$ cat config.mk
export PLATFORM = sky130hd
export DESIGN_NAME = dff_mem_bist
export DESIGN_NICKNAME = d
export VERILOG_FILES = /design/src/rtl/dff_mem_bist.sv
export SDC_FILE = /design/constraint.sdc
export NUM_CORES = 1
export LEC_CHECK = 0
export ABC_AREA = 1
export CAP_MARGIN = 20
export CORE_UTILIZATION = 47
export DETAILED_ROUTE_END_ITERATION = 16
export PLACE_DENSITY = 0.8
export SLEW_MARGIN = 20
export SYNTH_ARGS = -nofsm -noshare
export SYNTH_HDL_FRONTEND = slang
export SYNTH_SLANG_ARGS = --single-unit
$ cat constraint.sdc
create_clock -name clk -period 1.63 [get_ports clk]
set_input_delay 0.489 -clock clk [delete_from_list [all_inputs] [get_ports clk]]
set_output_delay 0.489 -clock clk [all_outputs]
set_load 0.01 [all_outputs]
$ cat src/rtl/dff_mem_bist.sv
// March-test BIST initiator for the 64-word DFF memory tile.
// It runs the sequence W(P), R(P)/W(~P), descending R(~P)/W(P), then R(P), and reports pass/fail with first-failure details.
module dff_mem_bist #(
    parameter int          ADDR_W  = 6,
    parameter logic [7:0]  PATTERN = 8'h55
) (
    input  logic       clk,
    input  logic       rst_n,
    input  logic       start,
    output logic       busy,
    output logic       done,
    output logic       pass,
    output logic [7:0] err_cnt,
    output logic [5:0] fail_addr,
    output logic [7:0] fail_exp,
    output logic [7:0] fail_act,
    output logic [7:0] mem_ctrl,
    output logic [7:0] mem_wdata,
    input  logic [7:0] mem_rdata
);

    typedef enum logic [3:0] {IDLE, M0, M1R, M1W, M2R, M2W, M3R, M3C, DONE} state_t;

    localparam logic [ADDR_W-1:0] LAST = '1;

    state_t             state;
    logic [ADDR_W-1:0]  addr;
    logic [ADDR_W-1:0]  addr_inc;
    logic [ADDR_W-1:0]  addr_dec;
    logic               check_cycle;
    logic [7:0]         exp_data;
    logic               mismatch;
    logic               first_err;
    logic [7:0]         err_next;

    function automatic logic [7:0] access(input logic rd, input logic [ADDR_W-1:0] a);
        return {rd, 1'b1, 6'(a)};
    endfunction

    assign addr_inc = addr + 1'b1;
    assign addr_dec = addr - 1'b1;

    // Read data arrives in the cycle after the read command, so comparisons happen in the write/compare half of each pair.
    assign check_cycle = (state == M1W) || (state == M2W) || (state == M3C);
    assign exp_data    = (state == M2W) ? ~PATTERN : PATTERN;
    assign mismatch    = check_cycle && (mem_rdata != exp_data);
    assign first_err   = mismatch && (err_cnt == 8'd0);
    assign err_next    = (mismatch && (err_cnt != 8'hFF)) ? err_cnt + 8'd1 : err_cnt;

    always_ff @(posedge clk or negedge rst_n) begin
        if (!rst_n) begin
            state     <= IDLE;
            addr      <= '0;
            busy      <= 1'b0;
            done      <= 1'b0;
            pass      <= 1'b0;
            err_cnt   <= 8'd0;
            fail_addr <= 6'd0;
            fail_exp  <= 8'd0;
            fail_act  <= 8'd0;
            mem_ctrl  <= 8'h00;
            mem_wdata <= 8'h00;
        end else begin
            done    <= 1'b0;
            err_cnt <= err_next;
            if (first_err) begin
                fail_addr <= 6'(addr);
                fail_exp  <= exp_data;
                fail_act  <= mem_rdata;
            end
            case (state)
                IDLE: begin
                    mem_ctrl <= 8'h00;
                    if (start) begin
                        err_cnt   <= 8'd0;
                        fail_addr <= 6'd0;
                        fail_exp  <= 8'd0;
                        fail_act  <= 8'd0;
                        pass      <= 1'b0;
                        busy      <= 1'b1;
                        addr      <= '0;
                        mem_ctrl  <= access(1'b0, '0);
                        mem_wdata <= PATTERN;
                        state     <= M0;
                    end
                end
                M0: begin
                    if (addr == LAST) begin
                        addr     <= '0;
                        mem_ctrl <= access(1'b1, '0);
                        state    <= M1R;
                    end else begin
                        addr      <= addr_inc;
                        mem_ctrl  <= access(1'b0, addr_inc);
                        mem_wdata <= PATTERN;
                    end
                end
                M1R: begin
                    mem_ctrl  <= access(1'b0, addr);
                    mem_wdata <= ~PATTERN;
                    state     <= M1W;
                end
                M1W: begin
                    if (addr == LAST) begin
                        addr     <= LAST;
                        mem_ctrl <= access(1'b1, LAST);
                        state    <= M2R;
                    end else begin
                        addr     <= addr_inc;
                        mem_ctrl <= access(1'b1, addr_inc);
                        state    <= M1R;
                    end
                end
                M2R: begin
                    mem_ctrl  <= access(1'b0, addr);
                    mem_wdata <= PATTERN;
                    state     <= M2W;
                end
                M2W: begin
                    if (addr == '0) begin
                        mem_ctrl <= access(1'b1, '0);
                        state    <= M3R;
                    end else begin
                        addr     <= addr_dec;
                        mem_ctrl <= access(1'b1, addr_dec);
                        state    <= M2R;
                    end
                end
                M3R: begin
                    mem_ctrl <= 8'h00;
                    state    <= M3C;
                end
                M3C: begin
                    if (addr == LAST) begin
                        mem_ctrl <= 8'h00;
                        busy     <= 1'b0;
                        done     <= 1'b1;
                        pass     <= (err_next == 8'd0);
                        state    <= DONE;
                    end else begin
                        addr     <= addr_inc;
                        mem_ctrl <= access(1'b1, addr_inc);
                        state    <= M3R;
                    end
                end
                DONE: begin
                    mem_ctrl <= 8'h00;
                    state    <= IDLE;
                end
                default: begin
                    mem_ctrl <= 8'h00;
                    state    <= IDLE;
                end
            endcase
        end
    end

endmodule

==> results.cfg <==
[drt]
routed_wl_mm = 12.7
viasPerCell = 6.03
first_pass_iters = 7
drc_errors = 0
avgRoutedWirePerCell_um = 21.4
final_antenna_net_count = 0
drt_iter0_markers = 325
vias = 3585

[die]
die_h_um = 82.4
ios = 60
start_util_pct = 50.1
num_rows = 28
dieArea_mm2 = 0.00679
coreArea_mm2 = 0.00606
die_x_um = 82.4

[global_route]
grtUsageTotal_pct = 31.2
grt_pass1_vias = 3291
grt_max_degree = 23
antenna_found_initial = 0
grt_first_pass_wirelength_mm = 15.5
grt.overflow.total = 0

[status]
status = finished with violations
violations = setup timing

[sta]
fin_crit_ns = 2.13
period_share_pct = 131
max_slew_margin_pct = 68.9
max_freq_ghz = 0.469
worst_pin_slew_ns = 0.467
rsz0062_at_grt = yes
setup_ws_ns = -0.504
setup_viol = 49
hold_viol_final = 0
maxSlewViolCount = 0
clock_skew_ns = 0.0142

[min_path]
worst_hold_path_type = input pin to asynchronous set/reset pin

[cts]
numCtsBuffers = 5
path_clk_slew_ns = 0.11
cts_sinks = 53
cts_tree = yes
clock_path_buffers = 2
insertion_delay_ns = 0.33
cts_root_buf = clkbuf_8
cts.htree.levels = 2

[synth]
synth_area_mm2 = 0.00304
synth.most_common_cell = nand2_1
synth_cells = 367
synth_edf_count = 0
synth_cell_types = 39
ys.flop_type = dfrtp_1
seq_area_frac_synth_pct = 43.6
synth_seq_cells = 53
ys_warn_count = 0
synth_top_area_cell = dfrtp_1
syn_nets = 383
synth.avg_cell_area_um2 = 8.28
ys_top_cells_by_count = nand2_1, inv_1, dfrtp_1
synth.area.top_cells = dfrtp_1, nand2_1, inv_1, a21oi_2, nor2_1
netlist.area_leader.share_pct = 43.6
async_reset_ff_share_pct = 100

[critical_path]
cp_common_cell = nand2_1
required_ns = 1.90
cp-end-kind = flop
start_kind = input pin
critical_path_class = input pin to flop
cp_slowest_cell = dlygate4sd2_1
critical_path.startpoint = mem_rdata[7]
crit_fanout = 4
crit_path_cell_trace = dlygate4sd2_1 > nand2_1 > nor2_1 > nand2_1 > nand2_2 > nand2_4 > buf_4 > nand4_1 > nand2_1 > inv_2 > nand2_1 > nor2_1 > nand3_1 > nand2_1
reg2reg_from = err_cnt[1]
cpPeakStageDelay_ns = 0.32
cp_data_arrival_time_ns = 2.40

[placement]
io_buffers = 59
post-dp-hpwl_mm = 5.80
dpl-instance-area_mm2 = 0.00413
place_congestion = 1.02

[final_layout]
drive_above_1_share_pct = 45.8
stdcell_area_mm2 = 0.00504
areaGrowthSynthToFinish_pct = 65.9
n_antenna_cell = 0
nNetsFinal = 535

[flow_run]
timing.max_cap.violations = 0

[power_and_ir_drop]
worst_ir_drop_vdd_mv = 1.10
p_leak_nw = 2.53
power_density_mw_per_mm2 = 1590
p_total_mw = 8.00
path summary, 6_finish.rpt:
check	endpoint	slack [ns]	depth (start not counted)
hold reg to reg	busy	0.50	2
setup reg to reg	pass	-0.48	13
max in group asynchronous	addr[4]	1.03	2
min in group clk	busy	0.50	2
setup / recovery	pass	-0.50	14
hold / removal	fail_exp[7]	0.1	1
critical path: cells and delay by family:
family                 cells  cell delay (ns)
buffers and inverters      3             0.56
and+or+nand+nor           11             1.34
state kept, by name, summed over array words and instances, names as in the netlist:
name	flops
pass	1
fail_addr	6
state	4
mem_wdata	2
busy	1
fail_exp	8
fail_act	8
mem_ctrl	8
err_cnt	8
done	1
addr	6
layout make-up:
type / count / area, µm²
flip-flops and latches: 53 / 1330
inverters: 67 / 260
repair buffers: 157 / 1460
clock inverters: 2 / 16.3
clock buffers: 6 / 82.6
multi-input cells: 235 / 1790
well taps: 75 / 93.8
fillers: 309 / 1020
power breakdown:
group	internal, mW	switching (mW)
combinational	2.45	2.81
clock	0.351	0.480
sequential	1.67	0.248
total	4.47	3.53
logic make-up after synthesis:
family | count (synthesis) | share of synthesized area (%)
AND/OR/NAND/NOR | 144 | 23.5
buffers and inverters | 81 | 11.8
AO/OA/AOI/OAI | 77 | 17.0
adder cells (fa/ha/maj) | 5 | 2.06
XOR/XNOR | 7 | 2.02
flip-flops | 53 | 43.6
stage by stage:
stage / TNS (ns) / util (%) / hold slack (ns) / setup WS (ns) / cells
3_5_place_dp: -19.13 / 68.2 / 0.453 / -0.644 / 547
6_report: -10.30 / 83.2 / 0.0981 / -0.504 / 595
3_3_place_gp: -17.20 / 68.2 / 0.450 / -0.595 / 547
5_1_grt: -12.95 / 83.2 / 0.121 / -0.559 / 595
2_1_floorplan: 0 / - / 0.193 / 0.00910 / 367
4_1_cts: -1.62 / 77.1 / 0.109 / -0.113 / 583
metal layers:
layer	track usage [%]	up-vias	share of wire [%]
met5	0	-	0
met3	5.60	104	9.2
met2	55.7	301	48
met1	34.7	1689	35
li1	-	1491	-
met4	17.5	0	7.5
placed cells by master (no fill, tap or decap), types with 9 or more instances in the layout:
cell type	count
nor2_1	22
o21ai_4	9
nand2_2	16
o21ai_2	10
dfrtp_1	48
nand4_1	12
dlygate4sd2_1	49
nand3_1	9
nor2_4	10
nand2_1	52
inv_2	17
a21oi_2	25
buf_4	71
inv_1	47
o21ai_1	12
buf_6	17
what timing repair did:
item | 4_1_cts | 5_1_grt
hold buffers | 0 | 0
setup buffers | 22 | 13
pin swaps | 21 | 23
gates cloned | 6 | 0
endpoints found under the setup margin | 98 | 56
resized for setup | 138 | 76
No activity file was read; power rests on OpenSTA's default activity.
